**config.mk**
```make
export PLATFORM = sky130hd
export DESIGN_NAME = clause_bin_loader_flat
export DESIGN_NICKNAME = d
export VERILOG_FILES = /design/src/rtl/sat_pkg.sv /design/src/rtl/clause_bin_loader_if.sv /design/src/rtl/lit_row_pack.sv /design/src/rtl/clause_bin_loader.sv /design/src/flat_wrapper.sv
export SDC_FILE = /design/constraint.sdc
export NUM_CORES = 1
export LEC_CHECK = 0
export CAP_MARGIN = 30
export CORE_MARGIN = 2
export CORE_UTILIZATION = 53
export CTS_CLUSTER_DIAMETER = 120
export CTS_CLUSTER_SIZE = 14
export DETAILED_ROUTE_END_ITERATION = 8
export HOLD_SLACK_MARGIN = 0.08
export MAX_ROUTING_LAYER = met4
export PLACE_DENSITY = 0.88
export SKIP_LAST_GASP = 1
export SYNTH_ARGS = -nofsm -noshare
export SYNTH_HDL_FRONTEND = slang
export SYNTH_SLANG_ARGS = --single-unit
```
**constraint.sdc**
```tcl
create_clock -name clk -period 12.5 [get_ports clk]
set_clock_uncertainty 0.05 [all_clocks]
set_input_delay 3.125 -clock clk [delete_from_list [all_inputs] [get_ports clk]]
set_output_delay 3.125 -clock clk [all_outputs]
set_load 0.03 [all_outputs]
```
**src/rtl/sat_pkg.sv**
```systemverilog
// Shared literal codes, loader state encoding and field widths for the clause array path.
// Latency: n/a (declarations only).
// Backpressure: n/a (declarations only).
package sat_pkg;

  // Two-bit literal code per variable as stored in clause memory
  localparam int LIT_W = 2;
  localparam logic [LIT_W-1:0] LIT_NONE = 2'd0;
  localparam logic [LIT_W-1:0] LIT_POS  = 2'd1;
  localparam logic [LIT_W-1:0] LIT_NEG  = 2'd2;

  // Per-variable value field expected by clause_array: {1'b0, code}
  localparam int VAR_VAL_W = 3;

  typedef enum logic [2:0] {
    ST_IDLE,
    ST_REQ,
    ST_WAIT,
    ST_WRITE,
    ST_CLEAR,
    ST_LWRITE,
    ST_DONE
  } loader_state_e;

endpackage

```
**src/rtl/clause_bin_loader_if.sv**
```systemverilog
// Bundles the loader's control, clause-memory read port and clause_array write port.
// Latency: n/a (wiring only).
// Backpressure: none; the memory side is a strobe/valid pair with one read outstanding.
interface clause_bin_loader_if #(
  parameter int NUM_CLAUSES = 8,
  parameter int NUM_VARS    = 8,
  parameter int WIDTH_C_LEN = 4,
  parameter int ADDR_W      = 8
);
  import sat_pkg::*;

  localparam int CNT_W = $clog2(NUM_CLAUSES + 1);

  // Control
  logic                           start_i;
  logic [ADDR_W-1:0]              base_addr_i;
  logic [CNT_W-1:0]               n_clauses_i;
  logic                           busy_o;
  logic                           done_o;

  // Clause memory read port
  logic                           mem_rd_o;
  logic [ADDR_W-1:0]              mem_addr_o;
  logic [NUM_VARS*LIT_W-1:0]      mem_rdata_i;
  logic                           mem_rvalid_i;

  // clause_array write port
  logic [NUM_CLAUSES-1:0]         wr_o;
  logic [WIDTH_C_LEN:0]           clause_len_o;
  logic [NUM_VARS*VAR_VAL_W-1:0]  var_value_o;

  // Learnt clause insertion
  logic                           learnt_req_i;
  logic [NUM_VARS*LIT_W-1:0]      learnt_lits_i;
  logic [NUM_CLAUSES-1:0]         insert_index_i;
  logic                           learnt_ack_o;
  logic                           learnt_full_o;

  // Loader side
  modport master (
    input  start_i, base_addr_i, n_clauses_i,
    input  mem_rdata_i, mem_rvalid_i,
    input  learnt_req_i, learnt_lits_i, insert_index_i,
    output busy_o, done_o,
    output mem_rd_o, mem_addr_o,
    output wr_o, clause_len_o, var_value_o,
    output learnt_ack_o, learnt_full_o
  );

  // Environment side (memory, clause_array, solver control)
  modport slave (
    output start_i, base_addr_i, n_clauses_i,
    output mem_rdata_i, mem_rvalid_i,
    output learnt_req_i, learnt_lits_i, insert_index_i,
    input  busy_o, done_o,
    input  mem_rd_o, mem_addr_o,
    input  wr_o, clause_len_o, var_value_o,
    input  learnt_ack_o, learnt_full_o
  );

endinterface

```
**src/rtl/lit_row_pack.sv**
```systemverilog
// Sanitizes a row of 2-bit literal codes, expands each to 3 bits and counts live literals.
// Latency: combinational.
// Backpressure: none.
module lit_row_pack
  import sat_pkg::*;
#(
  parameter int NUM_VARS    = 8,
  parameter int WIDTH_C_LEN = 4
) (
  input  logic [NUM_VARS*LIT_W-1:0]     lits_i,
  output logic [NUM_VARS*VAR_VAL_W-1:0] var_value_o,
  output logic [WIDTH_C_LEN:0]          clause_len_o
);

  localparam int LEN_W = WIDTH_C_LEN + 1;

  // Reserved code 3 collapses to "none" so it neither reaches the array nor counts
  always_comb begin
    var_value_o  = '0;
    clause_len_o = '0;
    for (int i = 0; i < NUM_VARS; i++) begin
      if ((lits_i[i*LIT_W +: LIT_W] == LIT_POS) || (lits_i[i*LIT_W +: LIT_W] == LIT_NEG)) begin
        var_value_o[i*VAR_VAL_W +: VAR_VAL_W] = {1'b0, lits_i[i*LIT_W +: LIT_W]};
        clause_len_o = clause_len_o + LEN_W'(1);
      end else begin
        var_value_o[i*VAR_VAL_W +: VAR_VAL_W] = {1'b0, LIT_NONE};
      end
    end
  end

endmodule

```
**src/rtl/clause_bin_loader.sv**
```systemverilog
// Loads one bin of clauses from clause memory into clause_array, zero-fills spare rows, and inserts learnt clauses.
// Latency: 3 cycles per clause at 1-cycle memory latency, 1 per cleared row, +1 for done; learnt write 1 cycle.
// Backpressure: none downstream; waits on mem_rvalid_i with one read outstanding; start/learnt requests while busy are dropped.
module clause_bin_loader
  import sat_pkg::*;
#(
  parameter int NUM_CLAUSES = 8,
  parameter int NUM_VARS    = 8,
  parameter int WIDTH_C_LEN = 4,
  parameter int ADDR_W      = 8
) (
  input  logic          clk,
  input  logic          rst,
  clause_bin_loader_if.master bus
);

  localparam int CNT_W = $clog2(NUM_CLAUSES + 1);

  loader_state_e                  state_q;
  logic [ADDR_W-1:0]              base_q;
  logic [CNT_W-1:0]               n_q;
  logic [CNT_W-1:0]               row_q;

  logic                           mem_rd_q;
  logic [ADDR_W-1:0]              mem_addr_q;
  logic [NUM_CLAUSES-1:0]         wr_q;
  logic [WIDTH_C_LEN:0]           len_q;
  logic [NUM_VARS*VAR_VAL_W-1:0]  vv_q;
  logic                           ack_q;
  logic                           full_q;
  logic                           busy_q;
  logic                           done_q;

  logic [NUM_VARS*LIT_W-1:0]      pack_in;
  logic [NUM_VARS*VAR_VAL_W-1:0]  pack_vv;
  logic [WIDTH_C_LEN:0]           pack_len;
  logic [CNT_W-1:0]               n_clamp_d;
  logic [CNT_W-1:0]               row_d;
  logic [NUM_CLAUSES-1:0]         lowest_slot_d;

  function automatic logic [NUM_CLAUSES-1:0] row_onehot(input logic [CNT_W-1:0] r);
    row_onehot = {{(NUM_CLAUSES-1){1'b0}}, 1'b1} << r;
  endfunction

  // Learnt literals are only consumed on the IDLE->LWRITE edge; every other capture is memory data
  assign pack_in = (state_q == ST_IDLE) ? bus.learnt_lits_i : bus.mem_rdata_i;

  lit_row_pack #(
    .NUM_VARS    (NUM_VARS),
    .WIDTH_C_LEN (WIDTH_C_LEN)
  ) u_pack (
    .lits_i       (pack_in),
    .var_value_o  (pack_vv),
    .clause_len_o (pack_len)
  );

  assign n_clamp_d     = (bus.n_clauses_i > CNT_W'(NUM_CLAUSES)) ? CNT_W'(NUM_CLAUSES) : bus.n_clauses_i;
  assign row_d         = row_q + CNT_W'(1);
  // Two's-complement trick isolates the lowest free slot so the write is always one-hot
  assign lowest_slot_d = bus.insert_index_i & (~bus.insert_index_i + NUM_CLAUSES'(1));

  // Loader FSM; every output is set on the edge that enters the state it belongs to
  always_ff @(posedge clk or negedge rst) begin
    if (!rst) begin
      state_q    <= ST_IDLE;
      base_q     <= '0;
      n_q        <= '0;
      row_q      <= '0;
      mem_rd_q   <= 1'b0;
      mem_addr_q <= '0;
      wr_q       <= '0;
      len_q      <= '0;
      vv_q       <= '0;
      ack_q      <= 1'b0;
      full_q     <= 1'b0;
      busy_q     <= 1'b0;
      done_q     <= 1'b0;
    end else begin
      mem_rd_q <= 1'b0;
      wr_q     <= '0;
      len_q    <= '0;
      vv_q     <= '0;
      ack_q    <= 1'b0;
      full_q   <= 1'b0;
      done_q   <= 1'b0;
      unique case (state_q)
        ST_IDLE: begin
          if (bus.start_i) begin
            base_q <= bus.base_addr_i;
            n_q    <= n_clamp_d;
            row_q  <= '0;
            busy_q <= 1'b1;
            if (n_clamp_d != '0) begin
              state_q    <= ST_REQ;
              mem_rd_q   <= 1'b1;
              mem_addr_q <= bus.base_addr_i;
            end else begin
              state_q <= ST_CLEAR;
              wr_q    <= row_onehot('0);
            end
          end else if (bus.learnt_req_i) begin
            if (bus.insert_index_i != '0) begin
              state_q <= ST_LWRITE;
              busy_q  <= 1'b1;
              wr_q    <= lowest_slot_d;
              len_q   <= pack_len;
              vv_q    <= pack_vv;
              ack_q   <= 1'b1;
            end else begin
              full_q <= 1'b1;
            end
          end
        end
        ST_REQ: begin
          state_q <= ST_WAIT;
        end
        ST_WAIT: begin
          if (bus.mem_rvalid_i) begin
            state_q <= ST_WRITE;
            wr_q    <= row_onehot(row_q);
            len_q   <= pack_len;
            vv_q    <= pack_vv;
          end
        end
        ST_WRITE: begin
          row_q <= row_d;
          if (row_d < n_q) begin
            state_q    <= ST_REQ;
            mem_rd_q   <= 1'b1;
            mem_addr_q <= base_q + ADDR_W'(row_d);
          end else if (n_q < CNT_W'(NUM_CLAUSES)) begin
            state_q <= ST_CLEAR;
            wr_q    <= row_onehot(row_d);
          end else begin
            state_q <= ST_DONE;
            done_q  <= 1'b1;
          end
        end
        ST_CLEAR: begin
          if (row_q == CNT_W'(NUM_CLAUSES - 1)) begin
            state_q <= ST_DONE;
            done_q  <= 1'b1;
          end else begin
            row_q <= row_d;
            wr_q  <= row_onehot(row_d);
          end
        end
        ST_LWRITE, ST_DONE: begin
          state_q <= ST_IDLE;
          busy_q  <= 1'b0;
        end
        default: begin
          state_q <= ST_IDLE;
          busy_q  <= 1'b0;
        end
      endcase
    end
  end

  assign bus.mem_rd_o      = mem_rd_q;
  assign bus.mem_addr_o    = mem_addr_q;
  assign bus.wr_o          = wr_q;
  assign bus.clause_len_o  = len_q;
  assign bus.var_value_o   = vv_q;
  assign bus.learnt_ack_o  = ack_q;
  assign bus.learnt_full_o = full_q;
  assign bus.busy_o        = busy_q;
  assign bus.done_o        = done_q;

endmodule

```
**src/flat_wrapper.sv**
```systemverilog
// flat-port wrapper written by rule: the top's interface ports become plain ports
module clause_bin_loader_flat import sat_pkg::*;
#(
  parameter int NUM_CLAUSES = 8,
  parameter int NUM_VARS    = 8,
  parameter int WIDTH_C_LEN = 4,
  parameter int ADDR_W      = 8
)
  (clk, rst, bus_start_i, bus_base_addr_i, bus_n_clauses_i, bus_mem_rdata_i, bus_mem_rvalid_i, bus_learnt_req_i, bus_learnt_lits_i, bus_insert_index_i, bus_busy_o, bus_done_o, bus_mem_rd_o, bus_mem_addr_o, bus_wr_o, bus_clause_len_o, bus_var_value_o, bus_learnt_ack_o, bus_learnt_full_o);
  clause_bin_loader_if #(.NUM_CLAUSES(NUM_CLAUSES), .NUM_VARS(NUM_VARS), .WIDTH_C_LEN(WIDTH_C_LEN), .ADDR_W(ADDR_W)) bus_i ();
  input  logic clk;
  input  logic rst;
  input wire logic [$bits(bus_i.start_i)-1:0] bus_start_i;
  input wire logic [$bits(bus_i.base_addr_i)-1:0] bus_base_addr_i;
  input wire logic [$bits(bus_i.n_clauses_i)-1:0] bus_n_clauses_i;
  input wire logic [$bits(bus_i.mem_rdata_i)-1:0] bus_mem_rdata_i;
  input wire logic [$bits(bus_i.mem_rvalid_i)-1:0] bus_mem_rvalid_i;
  input wire logic [$bits(bus_i.learnt_req_i)-1:0] bus_learnt_req_i;
  input wire logic [$bits(bus_i.learnt_lits_i)-1:0] bus_learnt_lits_i;
  input wire logic [$bits(bus_i.insert_index_i)-1:0] bus_insert_index_i;
  output wire logic [$bits(bus_i.busy_o)-1:0] bus_busy_o;
  output wire logic [$bits(bus_i.done_o)-1:0] bus_done_o;
  output wire logic [$bits(bus_i.mem_rd_o)-1:0] bus_mem_rd_o;
  output wire logic [$bits(bus_i.mem_addr_o)-1:0] bus_mem_addr_o;
  output wire logic [$bits(bus_i.wr_o)-1:0] bus_wr_o;
  output wire logic [$bits(bus_i.clause_len_o)-1:0] bus_clause_len_o;
  output wire logic [$bits(bus_i.var_value_o)-1:0] bus_var_value_o;
  output wire logic [$bits(bus_i.learnt_ack_o)-1:0] bus_learnt_ack_o;
  output wire logic [$bits(bus_i.learnt_full_o)-1:0] bus_learnt_full_o;
  assign bus_i.start_i = bus_start_i;
  assign bus_i.base_addr_i = bus_base_addr_i;
  assign bus_i.n_clauses_i = bus_n_clauses_i;
  assign bus_i.mem_rdata_i = bus_mem_rdata_i;
  assign bus_i.mem_rvalid_i = bus_mem_rvalid_i;
  assign bus_i.learnt_req_i = bus_learnt_req_i;
  assign bus_i.learnt_lits_i = bus_learnt_lits_i;
  assign bus_i.insert_index_i = bus_insert_index_i;
  assign bus_busy_o = bus_i.busy_o;
  assign bus_done_o = bus_i.done_o;
  assign bus_mem_rd_o = bus_i.mem_rd_o;
  assign bus_mem_addr_o = bus_i.mem_addr_o;
  assign bus_wr_o = bus_i.wr_o;
  assign bus_clause_len_o = bus_i.clause_len_o;
  assign bus_var_value_o = bus_i.var_value_o;
  assign bus_learnt_ack_o = bus_i.learnt_ack_o;
  assign bus_learnt_full_o = bus_i.learnt_full_o;
  clause_bin_loader #(.NUM_CLAUSES(NUM_CLAUSES), .NUM_VARS(NUM_VARS), .WIDTH_C_LEN(WIDTH_C_LEN), .ADDR_W(ADDR_W)) u_core (.clk(clk), .rst(rst), .bus(bus_i));
endmodule
```
==> results.cfg <==
[timing]
worstMarginPinSlew_ns = 0.7469
max_freq_mhz = 126.8
setup_viol = 0
setup_slack_ns = 4.611
rsz0062_at_grt = false
fin_crit_ns = 7.889
tns_ns = 0
holdWs_ns = 0.4368
hold_viol = 0
period_share = 0.6311
slew_viol_final = 0
max_slew_margin = 0.5021

[yosys]
synth_seq_area_share = 0.3771
synthArstFlopShare = 1.000
synth_most_common_cell = dfrtp_1
synth.distinct_cells = 56
synthSimpleGateAreaFrac = 0.1595
yosysTopAreaCellShare = 0.3771
synth_area_sq_um = 4048
ys_ff_latch = 61
synthTopCellsByArea = dfrtp_1, ha_1, mux2_2, inv_1, nor2b_1
synth-main-ff-cell = dfrtp_1
synthMuxAreaShare = 0.08315
avgSynthCellArea_sq_um = 9.848
synthXorXnorAreaFrac = 0.06306
synth_top_family_by_area = simple AND/OR/NAND/NOR gates
synth_edf_count = 0
synthAdderAreaFrac = 0.1218
syn_inst = 411
synth_commonest_cells = dfrtp_1, ha_1, inv_1
synth_area_leader_cell = dfrtp_1
synth_compound_area_frac = 0.1261
yosysWarnings = 0

[worst_setup_path]
cp-startpoint = bus_mem_rdata_i[1]
crit_chain = clkdlybuf4s50_1 > mux2_2 > ha_1 > inv_1 > ha_1 > xnor2_1 > ha_1 > nor2b_1 > a31oi_1 > xnor2_1 > mux2_2 > ha_1 > nor2_1 > a21o_1 > a31oi_1 > ha_1 > mux2_2 > ha_1 > nor2b_1 > a311o_1 > a21oi_1
r2r-start = u_core.state_q[2]$_DFFE_PN0P_
critical_path.slowest_cell = ha_1
worstPathArrival_ns = 8.10
endpoint_kind = flop
crit_buf_inv = 2
critPathLaunchType = input pin
r2r_slack_ns = 6.41
crit_fanout = 8
cpMostUsedCell = ha_1
crit_family = adder cells
cp.required_ns = 12.71
critPathMaxStageDelay_ns = 0.43
critPathKind = in2reg

[placement]
gp_congestion = 0.8781
dpl-instance-area_sq_um = 5054
dp_hpwl_mm = 6.773
numPortBuffers = 98
place_ws_ns = 4.259

[routing]
ant_nets = 0
highest_layer = met4
viasPerCell = 5.375
wl_met2_mm = 4.777
initialDrtViolationCount = 154
wirelength_mm = 8.788
wl_per_cell_um = 14.41
vias = 3279
wl_met3_um = 406
wl_met1_mm = 3.431
drc_errors = 0
firstDrtPassIters = 4

[layout]
nets = 603
fillCellCount = 532
diodes = 0
fin_area_sq_um = 5211
area_growth_pct = 28.75
layout-drive-gt1-share = 0.09002

[clock_network]
holdBufCountCts = 0
path_clk_slew_ns = 0.06
numCtsBuffers = 9
cts.sinks = 61
cts_resized = 0
cts_tree = built
cts_root_buf = clkbuf_8
cts_max_level = 3
clkLatencyLatePin_ns = 0.34
cts.path.max_buffers = 2
postCtsSetupRepairBufs = 0

[power_and_ir_drop]
leakagePower_nw = 2.451
ir_worst_vdd_v = 0.0004030
total_power_mw = 1.724
power_density_nw_per_um2 = 330.8

[die]
die_h_um = 91.39
rows = 31
start_util = 0.5521
core_area_sq_um = 7331
dieArea_sq_um = 8352
pin_count = 107
die_x_um = 91.39

[min_path]
hp-start = u_core.n_q[0]$_DFFE_PN0P_
hold_path_class = reg2reg

[run_status]
outcome = complete, no violations

[grt]
track_usage = 0.2268
grt_pass1_wl_mm = 14.77
antenna_found_initial = 0
grt_pass1_vias = 3368
grt_max_degree = 62
overflow = 0

[flow_run]
maxCapViolations = 0
[state kept, by name, summed over array words and instances, names as in the netlist]
| name | cells |
|---|---|
| u_core.row_q | 4 |
| u_core.bus.mem_rd_o | 1 |
| u_core.bus.done_o | 1 |
| u_core.bus.var_value_o | 16 |
| u_core.bus.mem_addr_o | 8 |
| u_core.state_q | 3 |
| u_core.bus.busy_o | 1 |
| u_core.n_q | 4 |
| u_core.bus.wr_o | 8 |
| u_core.bus.learnt_full_o | 1 |
| u_core.bus.learnt_ack_o | 1 |
| u_core.base_q | 8 |
| u_core.bus.clause_len_o | 5 |
[final cells by class]
cell class | count | area (sq um) | share of cell area
well taps | 99 | 123.9 | 0.02377
multi-input cells | 299 | 2277 | 0.4370
inverters | 36 | 135.1 | 0.02593
clock buffers | 11 | 131.4 | 0.02521
flip-flops and latches | 61 | 1526 | 0.2929
clock inverters | 3 | 15.01 | 0.002881
repair buffers | 101 | 1002 | 0.1923
[metal layers]
metal / track usage / vias up
met3: 0.05560 / 19
met1: 0.2354 / 1573
met4: 0.08081 / 0
met2: 0.4142 / 98
met5: - / -
li1: - / 1589
[kinds of logic (layout without fill, tap and decap cells)]
group	count (synthesis)	in the layout
buf+inv	58	151
other cells	1	8
flops	61	61
xor+xnor	24	24
fa+ha+maj	39	39
compound gates	73	73
simple gates	124	124
mux	31	31
[tightest hold or removal path: cells and delay by family, from the launching register on]
family	cells	cell delay [ns]
simple gates	1	0.05
flops	1	0.34
compound gates	1	0.06
[layout by cell type (no fill, tap or decap), drive strengths merged, types with 9 or more instances in the layout]
cell	count
clkdlybuf4s50	97
dfrtp	61
ha	37
inv	36
nand2	31
nor2	27
nor2b	22
mux2	21
o21ai	17
a21oi	13
xor2	11
xnor2	11
clkbuf	11
mux2i	10
nor3	10
nand2b	9
[power by group]
group / switching, mW / internal [mW] / leakage [nW]
clock: 0.0708 / 0.0687 / 0.0788
combinational: 0.694 / 0.593 / 1.58
sequential: 0.0446 / 0.252 / 0.796
total: 0.810 / 0.914 / 2.45
[final timing paths]
check                                                       end  depth (start not counted)
max in group asynchronous  u_core.bus.var_value_o[22]$_DFF_PN0_                          2
hold / removal                        u_core.n_q[0]$_DFFE_PN0P_                          2
setup / recovery           u_core.bus.clause_len_o[4]$_DFF_PN0_                         21
setup reg to reg           u_core.bus.clause_len_o[4]$_DFF_PN0_                         21
min in group asynchronous          u_core.bus.wr_o[2]$_DFF_PN0_                          2
hold reg to reg                       u_core.n_q[0]$_DFFE_PN0P_                          2
[metrics by stage]
| step | util | std cells |
|---|---|---|
| floorplan | - | 418 |
| global placement | 0.6894 | 595 |
| detailed placement | 0.6894 | 595 |
| CTS | 0.7093 | 609 |
| global route | 0.7109 | 610 |
| finish | 0.7109 | 610 |
(Power assumes the default switching activity.)
